--- src/rtl/usb_crc16_tx_if.sv ---
// Serial TX-path bundle between the packet serializer, the CRC-16 appender and the bit stuffer.
interface usb_crc16_tx_if;
  logic        start;
  logic        shift_en;
  logic        d_in;
  logic        data_end;
  logic        abort;
  logic        d_out;
  logic        crc_active;
  logic        busy;
  logic        done;
  logic [15:0] crc_value;

  modport master (
    output start, shift_en, d_in, data_end, abort,
    input  d_out, crc_active, busy, done, crc_value
  );

  modport slave (
    input  start, shift_en, d_in, data_end, abort,
    output d_out, crc_active, busy, done, crc_value
  );
endinterface

--- src/rtl/usb_crc16_tx.sv ---
// USB CRC-16 generator/appender: passes payload bits through, then shifts out the
// complemented CRC MSB first, paced by the downstream bit strobe.
module usb_crc16_tx #(
  parameter logic [15:0] POLY = 16'h8005,
  parameter logic [15:0] INIT = 16'hFFFF
) (
  input  logic           clk,
  input  logic           n_rst,
  usb_crc16_tx_if.slave  bus
);

  typedef enum logic [1:0] {
    ST_IDLE = 2'd0,
    ST_DATA = 2'd1,
    ST_CRC  = 2'd2
  } state_t;

  state_t      state_r;
  state_t      state_nxt_s;
  logic [15:0] crc_r;
  logic [15:0] crc_nxt_s;
  logic [3:0]  cnt_r;
  logic [3:0]  cnt_nxt_s;
  logic        done_r;
  logic        done_nxt_s;
  logic        d_out_s;

  function automatic logic [15:0] crc_step(input logic [15:0] crc, input logic bit_in);
    logic fb;
    fb       = bit_in ^ crc[15];
    crc_step = {crc[14:0], 1'b0} ^ (fb ? POLY : 16'h0000);
  endfunction

  // State, CRC register, append counter and done pulse registers.
  always_ff @(posedge clk) begin
    if (n_rst) begin
      state_r <= ST_IDLE;
      crc_r   <= INIT;
      cnt_r   <= 4'd0;
      done_r  <= 1'b0;
    end else begin
      state_r <= state_nxt_s;
      crc_r   <= crc_nxt_s;
      cnt_r   <= cnt_nxt_s;
      done_r  <= done_nxt_s;
    end
  end

  // Next-state logic; abort beats start, and both beat normal sequencing.
  always_comb begin
    state_nxt_s = state_r;
    crc_nxt_s   = crc_r;
    cnt_nxt_s   = cnt_r;
    done_nxt_s  = 1'b0;
    if (bus.abort) begin
      state_nxt_s = ST_IDLE;
      crc_nxt_s   = INIT;
      cnt_nxt_s   = 4'd0;
    end else if (bus.start) begin
      state_nxt_s = ST_DATA;
      crc_nxt_s   = INIT;
      cnt_nxt_s   = 4'd0;
    end else begin
      case (state_r)
        ST_IDLE: begin
          state_nxt_s = ST_IDLE;
        end
        ST_DATA: begin
          // A bit strobed together with data_end is still folded into the CRC.
          if (bus.shift_en) begin
            crc_nxt_s = crc_step(crc_r, bus.d_in);
          end else begin
            crc_nxt_s = crc_r;
          end
          if (bus.data_end) begin
            state_nxt_s = ST_CRC;
          end else begin
            state_nxt_s = ST_DATA;
          end
        end
        ST_CRC: begin
          if (bus.shift_en) begin
            crc_nxt_s = {crc_r[14:0], 1'b1};
            cnt_nxt_s = cnt_r + 4'd1;
            if (cnt_r == 4'd15) begin
              state_nxt_s = ST_IDLE;
              done_nxt_s  = 1'b1;
            end else begin
              state_nxt_s = ST_CRC;
            end
          end else begin
            state_nxt_s = ST_CRC;
          end
        end
        default: begin
          state_nxt_s = ST_IDLE;
          crc_nxt_s   = INIT;
          cnt_nxt_s   = 4'd0;
        end
      endcase
    end
  end

  // Serial output mux; payload passes through with no register stage.
  always_comb begin
    d_out_s = 1'b1;
    case (state_r)
      ST_IDLE: d_out_s = 1'b1;
      ST_DATA: d_out_s = bus.d_in;
      ST_CRC:  d_out_s = ~crc_r[15];
      default: d_out_s = 1'b1;
    endcase
  end

  assign bus.d_out      = d_out_s;
  assign bus.busy       = (state_r != ST_IDLE);
  assign bus.crc_active = (state_r == ST_CRC);
  assign bus.done       = done_r;
  assign bus.crc_value  = crc_r;

endmodule

--- src/flat_wrapper.sv ---
// flat-port wrapper written by rule: the top's interface ports become plain ports
module usb_crc16_tx_flat 
#(
  parameter logic [15:0] POLY = 16'h8005,
  parameter logic [15:0] INIT = 16'hFFFF
)
  (clk, n_rst, bus_start, bus_shift_en, bus_d_in, bus_data_end, bus_abort, bus_d_out, bus_crc_active, bus_busy, bus_done, bus_crc_value);
  usb_crc16_tx_if bus_i ();
  input  logic clk;
  input  logic n_rst;
  input wire logic [$bits(bus_i.start)-1:0] bus_start;
  input wire logic [$bits(bus_i.shift_en)-1:0] bus_shift_en;
  input wire logic [$bits(bus_i.d_in)-1:0] bus_d_in;
  input wire logic [$bits(bus_i.data_end)-1:0] bus_data_end;
  input wire logic [$bits(bus_i.abort)-1:0] bus_abort;
  output wire logic [$bits(bus_i.d_out)-1:0] bus_d_out;
  output wire logic [$bits(bus_i.crc_active)-1:0] bus_crc_active;
  output wire logic [$bits(bus_i.busy)-1:0] bus_busy;
  output wire logic [$bits(bus_i.done)-1:0] bus_done;
  output wire logic [$bits(bus_i.crc_value)-1:0] bus_crc_value;
  assign bus_i.start = bus_start;
  assign bus_i.shift_en = bus_shift_en;
  assign bus_i.d_in = bus_d_in;
  assign bus_i.data_end = bus_data_end;
  assign bus_i.abort = bus_abort;
  assign bus_d_out = bus_i.d_out;
  assign bus_crc_active = bus_i.crc_active;
  assign bus_busy = bus_i.busy;
  assign bus_done = bus_i.done;
  assign bus_crc_value = bus_i.crc_value;
  usb_crc16_tx #(.POLY(POLY), .INIT(INIT)) u_core (.clk(clk), .n_rst(n_rst), .bus(bus_i));
endmodule
--- config.mk ---
export PLATFORM = sky130hd
export DESIGN_NAME = usb_crc16_tx_flat
export DESIGN_NICKNAME = d
export VERILOG_FILES = /design/src/rtl/usb_crc16_tx_if.sv /design/src/rtl/usb_crc16_tx.sv /design/src/flat_wrapper.sv
export SDC_FILE = /design/constraint.sdc
export NUM_CORES = 1
export LEC_CHECK = 0
export CORE_MARGIN = 4
export CORE_UTILIZATION = 43
export DETAILED_ROUTE_END_ITERATION = 7
export PLACE_DENSITY = 0.74
export SYNTH_ARGS = -nofsm -noshare
export SYNTH_HDL_FRONTEND = slang
export SYNTH_SLANG_ARGS = --single-unit
--- constraint.sdc ---
create_clock -name clk -period 1.8 [get_ports clk]
set_input_delay 0.54 -clock clk [delete_from_list [all_inputs] [get_ports clk]]
set_output_delay 0.54 -clock clk [all_outputs]
set_load 0.01 [all_outputs]
==> results of run 1 <==
[metrics by stage]
| step | setup TNS (ns) | std cells |
|---|---|---|
| 6_report | -0.03278 | 196 |
| 5_1_grt | -0.3651 | 196 |
| 4_1_cts | -0.1048 | 193 |
| 3_5_place_dp | -3.810 | 189 |
| 3_3_place_gp | -3.447 | 189 |
| 2_1_floorplan | 0 | 126 |
[kinds of logic (layout without fill, tap and decap cells)]
kind of cell             count (synthesis)  count (layout)  synth area share
AO/OA/AOI/OAI                           43              43            0.2665
XOR/XNOR                                 3               3           0.02381
adder cells (fa/ha/maj)                  4               4           0.04535
buffers and inverters                   18              58           0.09524
flip-flops                              23              23            0.4172
multiplexers                             2               2           0.01814
AND/OR/NAND/NOR                         33              33            0.1338
[layer usage]
metal  track usage  wire length, um
met1        0.1913             1138
met2        0.2648             1405
met3       0.04386              234
met4       0.09709               29
met5             0                0
[worst register-to-register path, stage by stage, from the launching register on]
cell and delay (ns):
sky130_fd_sc_hd__dfxtp_2 0.35, sky130_fd_sc_hd__buf_4 0.14, sky130_fd_sc_hd__ha_4 0.15, sky130_fd_sc_hd__buf_4 0.15, sky130_fd_sc_hd__or2_4 0.25, sky130_fd_sc_hd__a21o_4 0.24, sky130_fd_sc_hd__clkbuf_16 0.16, sky130_fd_sc_hd__a211o_1 0.28
[path summary, 6_finish.rpt]
path                                   to                    start
setup / recovery                bus_d_out        u_core.state_r[1]
hold / removal    u_core.bus.crc_value[3]  u_core.bus.crc_value[3]
setup reg to reg  u_core.bus.crc_value[8]        u_core.state_r[1]
hold reg to reg   u_core.bus.crc_value[3]  u_core.bus.crc_value[3]
[sequential cells by signal (all words and copies together), names as in the netlist]
register              flops
u_core.bus.done           1
u_core.state_r            2
u_core.cnt_r              4
u_core.bus.crc_value     16
[power breakdown]
group | switching (W) | internal [W] | leakage [nW]
Clock | 0.000159 | 0.0000830 | 0.0177
Sequential | 0.00000362 | 0.000514 | 0.183
Combinational | 0.0000590 | 0.0000646 | 0.421
[placed cells by master (no fill, tap or decap), types with 3 or more instances in the layout]
master and instances:
sky130_fd_sc_hd__a211o_1 13, sky130_fd_sc_hd__dfxtp_1 13, sky130_fd_sc_hd__inv_1 6, sky130_fd_sc_hd__clkbuf_4 3
sky130_fd_sc_hd__dlygate4sd2_1 4, sky130_fd_sc_hd__buf_4 16, sky130_fd_sc_hd__nor3_1 3, sky130_fd_sc_hd__dlymetal6s2s_1 9
sky130_fd_sc_hd__clkdlybuf4s50_1 11, sky130_fd_sc_hd__nand2_1 16, sky130_fd_sc_hd__nor2_1 6, sky130_fd_sc_hd__dfxtp_2 10
sky130_fd_sc_hd__a21oi_1 18
[timing repair]
action | in CTS | in global routing
gates resized for setup | 15 | 24
pin swaps | 0 | 3
gates cloned | 0 | 2
buffers inserted | 0 | 1
endpoints found under the setup margin | 8 | 30
[cell type report]
class	instances	area, sq um	share of cell area
multi-input combinational	85	575.6	0.3563
tap	30	37.54	0.02324
clock buffer	3	22.52	0.01394
inverter	8	32.53	0.02014
timing repair buffer	46	469.2	0.2905
clock inverter	1	5.005	0.003098
sequential	23	473.0	0.2928
==> impl_metrics.csv, run 1 <==
group,metric,value,unit
placed_design,detailed_place_hpwl,1864,um
min_path,timing.hold.worst.class,"reg2reg",
drt,finalWirelength,2806,um
timing,period_share,1.007,
logic_synthesis,synth.lib_cells_used.distinct,28,
critical_path,timing_worst_setup_path_type,"reg2out",
logic_synthesis,post_synth.cell_area_avg,8.758,sq um
clock_network,clock-sinks,23,
grt,grt_max_degree,27,
die,fp.dieH,58.66,um
placed_design,port_buffers,26,
drt,routedWlPerCell,14.32,um
timing,final.hold.worst_slack,0.4851,ns
critical_path,worst_setup_path_end_kind,"primary output",
logic_synthesis,synth_most_common_cell,"sky130_fd_sc_hd__dfxtp_1",
clock_network,h_tree_depth,1,
drt,routed_via_density,5.378,
power,power.density,546.4,nW/um^2
clock_network,clock_path_buffers,2,
die,initial_utilization,0.4495,
power,vdd.ir_drop.worst,0.5782,mV
critical_path,worstPathBufferInverterCount,3,
layout,n_diodes,0,
logic_synthesis,synth.cells.most_frequent,"sky130_fd_sc_hd__dfxtp_1 (23), sky130_fd_sc_hd__a21oi_1 (18), sky130_fd_sc_hd__nand2_1 (16)",
logic_synthesis,post_synth_instance_area,1104,sq um
critical_path,delay_of_the_slowest_critical_path_stage,0.36,ns
flow_run,drv.max_cap_violation_count,0,
die,area_enclosed_by_the_die_boundary,3441,sq um
critical_path,timing.critical_path.slowest_stage_cell,"sky130_fd_sc_hd__dfxtp_2",
clock_network,clk_latency,0.31,ns
logic_synthesis,synth.ff_latch_count,23,
logic_synthesis,synth.net_count,137,
layout,nets_final,178,
critical_path,critPathMaxFanout,2,
timing,timing_max_transition_violations_final,0,
timing,number_of_hold_violations_in_the_final_report,0,
timing,setup_repair_after_global_routing_missed_its_margin,"true",
logic_synthesis,post_synth_inst_count,126,
timing,worst_clock_skew,0.006518,ns
die,core_region_area,2455,sq um
drt,num_vias,1054,
power,p_leak,0.6222,nW
logic_synthesis,synth_enable_flop_cells,0,
placed_design,place_area,1471,sq um
critical_path,cp_cell_sequence,"buf_4 -> ha_4 -> inv_1 -> o211ai_1 -> buf_2",
clock_network,cts_hold_buffers,0,
logic_synthesis,asyncSetResetFlopFracSynth,0,
grt,grt_pass1_vias,988,
logic_synthesis,yosysWarnings,0,
timing,slew-limit-headroom,0.6595,
critical_path,critical-path-top-delay-family,"flip-flops",
critical_path,setup.worst_path.start_class,"flop",
logic_synthesis,synth_top_area_frac,0.4172,
timing,worst_slack_setup_final,-0.01259,ns
status,outcome,"finished with violations",
grt,wire_length_of_the_first_global_routing_pass,4305,um
critical_path,worst_ep_arrival_time,1.27,ns
logic_synthesis,yosysTopAreaCell,"sky130_fd_sc_hd__dfxtp_1",
layout,finish.instance_area,1615,sq um
critical_path,critical_path_cell_count,5,
grt,grt_use_total,0.1629,
min_path,whs_path_depth,1,
clock_network,root_buffer,"sky130_fd_sc_hd__clkbuf_4",
die,io_pins,27,
placed_design,dpl_worst_slack,-0.4714,ns
drt,drtAntennaViolNets,0,
timing,maxClockFrequency,551.7,MHz
timing,post-route-min-period,1.813,ns
drt,drt_pass1_iterations,4,
layout,layout-drive-gt1-share,0.2590,
drt,post-route-drc-count,0,
placed_design,gp_congestion,0.8317,
status,failed_checks,"setup timing",
clock_network,tritoncts_clock_tree,"yes",
layout,syn_to_final_growth,46.37,%
logic_synthesis,ys_dominant_reg_cell,"sky130_fd_sc_hd__dfxtp_1",
layout,final_core_utilization,0.6580,
critical_path,worst_reg_to_reg_setup_slack,-0.01,ns
logic_synthesis,yosysSeqAreaShare,0.4172,
layout,fillCellCount,208,
drt,initialDrtViolationCount,30,
die,placement_rows,18,
grt,grt_overflow_total,0,
power,total_power_draw,0.0008826,W
clock_network,register_clock_pin_slew_on_the_reported_worst_setup_and_hold_paths,0.13,ns
timing,total_of_endpoints_with_negative_setup_slack_in_the_final_report,6,
critical_path,critical_path_required,1.26,ns
timing,worst-slew-pin-transition,0.4979,ns
grt,antenna_violations_before_repair,0,
logic_synthesis,synth_area_leaders,"sky130_fd_sc_hd__dfxtp_1 (42%), sky130_fd_sc_hd__a211o_1 (10%), sky130_fd_sc_hd__a21oi_1 (8.2%)",
clock_network,tritoncts.num_buffers,3,
critical_path,r2r_cells,7,
die,floorplan.die.width,58.66,um
(Power assumes the default switching activity.)
==> run 2, diff against run 1 <==
- CTS_CLUSTER_SIZE: not set -> 24
==> results of run 2 <==
Final layout, timing and power as in run 1 (identical DEF).
==> run 3, diff against run 2 <==
- CORE_UTILIZATION: 43 -> 48
- CTS_CLUSTER_SIZE: 24 -> 8
- PLACE_DENSITY: 0.74 -> 0.78
- clock period: 1.8 -> 2 ns (I/O delays scaled with it)
==> impl_metrics.csv, run 3 (same netlist as run 1, synthesis figures left out) <==
group,metric,value,unit
power,p_leak,0.6116,nW
critical_path,setup.worst_path.start_class,"flop",
die,initial_utilization,0.5037,
die,floorplan.die.width,55.95,um
clock_network,clock-sinks,23,
layout,layout-drive-gt1-share,0.1411,
critical_path,worst_ep_arrival_time,1.36,ns
critical_path,critical_path_required,1.40,ns
status,outcome,"complete, no violations",
clock_network,clock_path_buffers,2,
min_path,timing.hold.worst.start,"u_core.bus.crc_value[5]",
drt,initialDrtViolationCount,23,
critical_path,worstPathBufferInverterCount,3,
timing,post-route-min-period,1.957,ns
critical_path,r2r_cells,7,
die,fp.dieH,55.95,um
placed_design,gp_congestion,0.7639,
layout,syn_to_final_growth,35.94,%
min_path,whs_endpoint,"u_core.bus.crc_value[5]",
clock_network,h_tree_depth,1,
critical_path,delay_of_the_slowest_critical_path_stage,0.35,ns
placed_design,detailed_place_hpwl,1811,um
timing,final.hold.worst_slack,0.5111,ns
clock_network,clk_latency,0.30,ns
timing,worst-slew-pin-transition,0.5182,ns
drt,finalWirelength,2522,um
clock_network,register_clock_pin_slew_on_the_reported_worst_setup_and_hold_paths,0.12,ns
die,area_enclosed_by_the_die_boundary,3130,sq um
layout,n_diodes,0,
drt,detail_route.wirelength.met1,1111,um
drt,drtAntennaViolNets,0,
placed_design,place_area,1476,sq um
critical_path,cp_cell_sequence,"inv_1 -> ha_1 -> buf_4 -> dlygate4sd2_1",
grt,antenna_violations_before_repair,0,
critical_path,critPathMaxFanout,7,
drt,detailroute.wirelength.met2,1211,um
layout,fillCellCount,201,
grt,wire_length_of_the_first_global_routing_pass,4540,um
layout,finish.instance_area,1500,sq um
grt,grt_use_total,0.1754,
layout,layout.cells.most_common_list,"sky130_fd_sc_hd__clkdlybuf4s50_1 (22), sky130_fd_sc_hd__dfxtp_1 (22), sky130_fd_sc_hd__a21oi_1 (18), sky130_fd_sc_hd__nand2_1 (16), sky130_fd_sc_hd__buf_4 (15)",
drt,routed_via_density,5.471,
grt,grt_overflow_total,0,
timing,maxClockFrequency,511.0,MHz
critical_path,rr_startpoint,"u_core.state_r[0]",
power,vdd.ir_drop.worst,0.3551,mV
timing,worst_clock_skew,0.005948,ns
drt,wl_met3,164,um
power,power.density,513.9,nW/um^2
drt,post-route-drc-count,0,
timing,timing_max_transition_violations_final,0,
min_path,whs_path_depth,1,
layout,largest_register_ff_count,16,
timing,period_share,0.9785,
die,placement_rows,17,
drt,routedWlPerCell,13.20,um
die,core_region_area,2191,sq um
critical_path,timing.critical_path.slowest_stage_cell,"sky130_fd_sc_hd__dfxtp_2",
timing,total_of_endpoints_with_negative_setup_slack_in_the_final_report,0,
drt,topRoutingLayerUsed,"met4",
drt,num_vias,1045,
timing,slew-limit-headroom,0.6456,
clock_network,tritoncts_clock_tree,"yes",
layout,nets_final,175,
critical_path,critical_path.reg2reg.endpoint,"u_core.bus.crc_value[11]",
timing,number_of_hold_violations_in_the_final_report,0,
flow_run,drv.max_cap_violation_count,0,
timing,setup_repair_after_global_routing_missed_its_margin,"false",
min_path,timing.hold.worst.class,"reg2reg",
placed_design,port_buffers,26,
clock_network,root_buffer,"sky130_fd_sc_hd__clkbuf_4",
critical_path,timing_worst_setup_path_type,"reg2out",
grt,grt_pass1_vias,1058,
critical_path,critical_path_cell_count,4,
clock_network,tritoncts.num_buffers,3,
grt,grt_max_degree,27,
drt,drt_pass1_iterations,4,
critical_path,critical-path-top-delay-family,"buffers and inverters",
critical_path,worst_setup_path_end_kind,"primary output",
die,io_pins,27,
critical_path,worst_reg_to_reg_setup_slack,0.16,ns
## run 3: worst max-delay path by stage
stage                            from             end  slack (ns)
finish              u_core.state_r[0]  bus_crc_active        0.04
global route        u_core.state_r[0]  bus_crc_active       0.002
CTS                 u_core.state_r[0]  bus_crc_active        0.01
detailed placement           bus_d_in       bus_d_out       -0.37
global placement             bus_d_in       bus_d_out       -0.36
floorplan           u_core.state_r[0]       bus_d_out        0.08
## run 3: layer usage
metal,global-route usage,vias up
li1,-,518
met1,0.2011,482
met2,0.3074,41
met3,0.04408,4
met4,0.07458,0
met5,0,-
## run 3: power by group
part	switching [W]	leakage (nW)	total, W	internal (W)
clock network	0.000132	0.0177	0.000207	0.0000745
registers	0.00000313	0.187	0.000465	0.000462
logic	0.0000485	0.407	0.0000992	0.0000507
## run 3: final cells by class
class | instances | area [sq um] | share of cell area
Clock buffer | 3 | 22.52 | 0.01501
Tap cell | 28 | 35.03 | 0.02335
Inverter | 8 | 30.03 | 0.02002
Timing Repair Buffer | 43 | 407.9 | 0.2719
Multi-Input combinational cell | 85 | 538.0 | 0.3586
Clock inverter | 1 | 5.005 | 0.003336
Sequential cell | 23 | 461.7 | 0.3078
## run 3: what timing repair did
item	CTS	global route
hold buffers	0	0
setup endpoints to repair	3	2
gates resized for setup	6	2
setup buffers	0	0
## run 3: stage by stage
step / power (W) / util / setup WS [ns] / setup TNS [ns] / instances
finish: 0.0007709 / 0.6848 / 0.04309 / 0 / 191
global placement: 0.0005735 / 0.6739 / -0.3551 / -1.071 / 187
detailed placement: 0.0005751 / 0.6739 / -0.3667 / -1.245 / 187
floorplan: 0.0005292 / - / 0.08200 / 0 / 126
global route: 0.0008166 / 0.6848 / 0.002128 / 0 / 191
CTS: 0.0007808 / 0.6830 / 0.01076 / 0 / 191
## run 3: worst register-to-register path: stages (launching register included)
cell and delay (ns):
sky130_fd_sc_hd__dfxtp_2 0.35, sky130_fd_sc_hd__inv_1 0.06, sky130_fd_sc_hd__ha_1 0.20, sky130_fd_sc_hd__buf_4 0.16, sky130_fd_sc_hd__or2_1 0.28, sky130_fd_sc_hd__a21o_1 0.23
sky130_fd_sc_hd__buf_12 0.16, sky130_fd_sc_hd__a211o_1 0.30
==> RTL edit, RTL diff (flow settings as in run 1) <==
Reset style: asynchronous (`n_rst`), changed in one clocked block.
--- a/src/rtl/usb_crc16_tx.sv
+++ b/src/rtl/usb_crc16_tx.sv
@@ -32,7 +32,7 @@
   endfunction
 
   // State, CRC register, append counter and done pulse registers.
-  always_ff @(posedge clk) begin
+  always_ff @(posedge clk or posedge n_rst) begin
     if (n_rst) begin
       state_r <= ST_IDLE;
       crc_r   <= INIT;
Formal check against the unedited RTL: differs if n_rst is asserted again (counterexample within 4 cycles, from zero or initial values and one cycle with n_rst high); with n_rst held inactive, the same outputs for 10 cycles.
==> RTL edit against run 1 <==
The run still ends with negative setup slack left; global-route usage down 0.14 points; cell area increased by 2.0%; total power is 8.4% higher; core utilization shrank 0.47 points; setup slack worse by 0.086 ns; sequential cell count unchanged; synthesized cell count shrank 3.2%; worst hold slack improved by 0.033 ns; area after synthesis increased by 4.1%; routed wire length decreased by 0.82%; largest power group unchanged.
==> RTL edit: results <==
{
  "status": "finished, violations left",
  "violations_in_the_final_reports": "negative setup slack",
  "synth_compound_area_frac": 0.212,
  "synth_area_leaders": "dfstp_2 37%, dfrtp_1 15%, a21oi_1 12%",
  "drt-met1-wl_mm": 1.29,
  "post_synth_mux_area_share": 0,
  "power.static_leakage_nw": 0.658,
  "relSlewSlack": 0.794,
  "whs_path_depth": 2,
  "track_usage": 0.161,
  "worst_ep_arrival_time_ns": 1.36,
  "place_worst_setup_slack_ns": -0.439,
  "post_synth_most_frequent_cells": "28 x a21oi_1, 20 x nor2_1, 16 x dfstp_2",
  "postSynth.asyncResetShare": 1.00,
  "routed-via-count": 1024,
  "num-nets-final": 174,
  "met2_length_mm": 1.38,
  "edff_count_synth": 0,
  "finalWorstSetupSlack_ns": -0.0987,
  "largest_net_degree_at_the_start_of_global_routing": 31,
  "worst_path_largest_cell_delay_ns": 0.44,
  "first_pass_detailed_route_iteration_total": 4,
  "met3RoutedLength_um": 84,
  "gp_congestion": 0.754,
  "synth_most_common_cell": "a21oi_1",
  "worst_r2r_path_depth": 8,
  "numPortBuffers": 26,
  "setup_viol_count_final": 1,
  "drt_first_iter_violations": 37,
  "clock_skew_ns": 0.0111,
  "hold_path_origin": "u_core.bus.crc_value[6]",
  "adder_cell_share_of_the_synthesized_area": 0.0436,
  "slowest_stage": "dfrtp_1",
  "ctsHtreeMaxLevel": 1,
  "ys_seq_area_frac": 0.519,
  "detailed_place_hpwl_mm": 1.74,
  "cts_post_setup_buffers_inserted": 2,
  "r2r-start": "u_core.state_r[1]",
  "post_cts_gate_resize_count": 34,
  "grt_pass1_wl_mm": 4.47,
  "synth.net_count": 133,
  "mean_instance_size_in_the_synthesized_netlist_um2": 9.41,
  "synth_xor_area_frac": 0.0229,
  "drive_gt1_frac": 0.340,
  "detail_route.wirelength_mm": 2.78,
  "clock_insertion_delay_at_the_later_pin_of_the_skew_report_ns": 0.31,
  "via_per_inst": 5.33,
  "placedCellCount": 184,
  "ir_drop_mv": 0.406
}
==> RTL edit: kinds of logic (layout without fill, tap and decap cells) <==
kind of cell               after synthesis  count (layout)
AOI/OAI and AO/OA                       42              42
and+or+nand+nor                         37              37
DFF                                     23              23
buffers and inverters                   13              53
adders and majority gates                4               4
xor gates and xnor gates                 3               3
==> RTL edit: final timing paths <==
check	endpoint	slack [ns]
worst max-delay path	bus_d_out	-0.1
worst min-delay path	u_core.bus.crc_value[6]	0.52
worst max register to register	u_core.bus.crc_value[1]	0.02
worst min register to register	u_core.bus.crc_value[6]	0.52
max in group asynchronous	u_core.bus.crc_value[4]	0.95
min in group asynchronous	u_core.state_r[0]	0.55
==> RTL edit: final cells by class <==
| type | count | area (um^2) |
|---|---|---|
| fillers | 212 | 875 |
| well taps | 30 | 37.5 |
| inverters | 6 | 22.5 |
| clock buffers | 4 | 26.3 |
| flip-flops and latches | 23 | 596 |
| repair buffers | 43 | 414 |
| multi-input cells | 86 | 552 |
==> RTL edit: per-layer routing <==
| metal | vias to the layer above | GRT usage |
|---|---|---|
| li1 | 499 | - |
| met1 | 506 | 0.217 |
| met2 | 15 | 0.261 |
| met3 | 4 | 0.0324 |
| met4 | 0 | 0.0506 |
| met5 | - | 0 |
==> RTL edit: metrics by stage <==
step                instance area [um^2]  TNS [ns]  utilization
floorplan                           1150         0            -
global placement                    1520     -1.46        0.604
detailed placement                  1520     -2.22        0.604
CTS                                 1560    -0.125        0.617
global route                        1650    -0.417        0.653
finish                              1650   -0.0987        0.653
==> RTL edit: power by group <==
group / internal [mW] / switching (mW) / total, mW / leakage [nW]
combinational: 0.0811 / 0.0812 / 0.162 / 0.378
sequential: 0.539 / 0.0102 / 0.549 / 0.265
clock: 0.0864 / 0.159 / 0.246 / 0.0150
total: 0.706 / 0.251 / 0.957 / 0.658
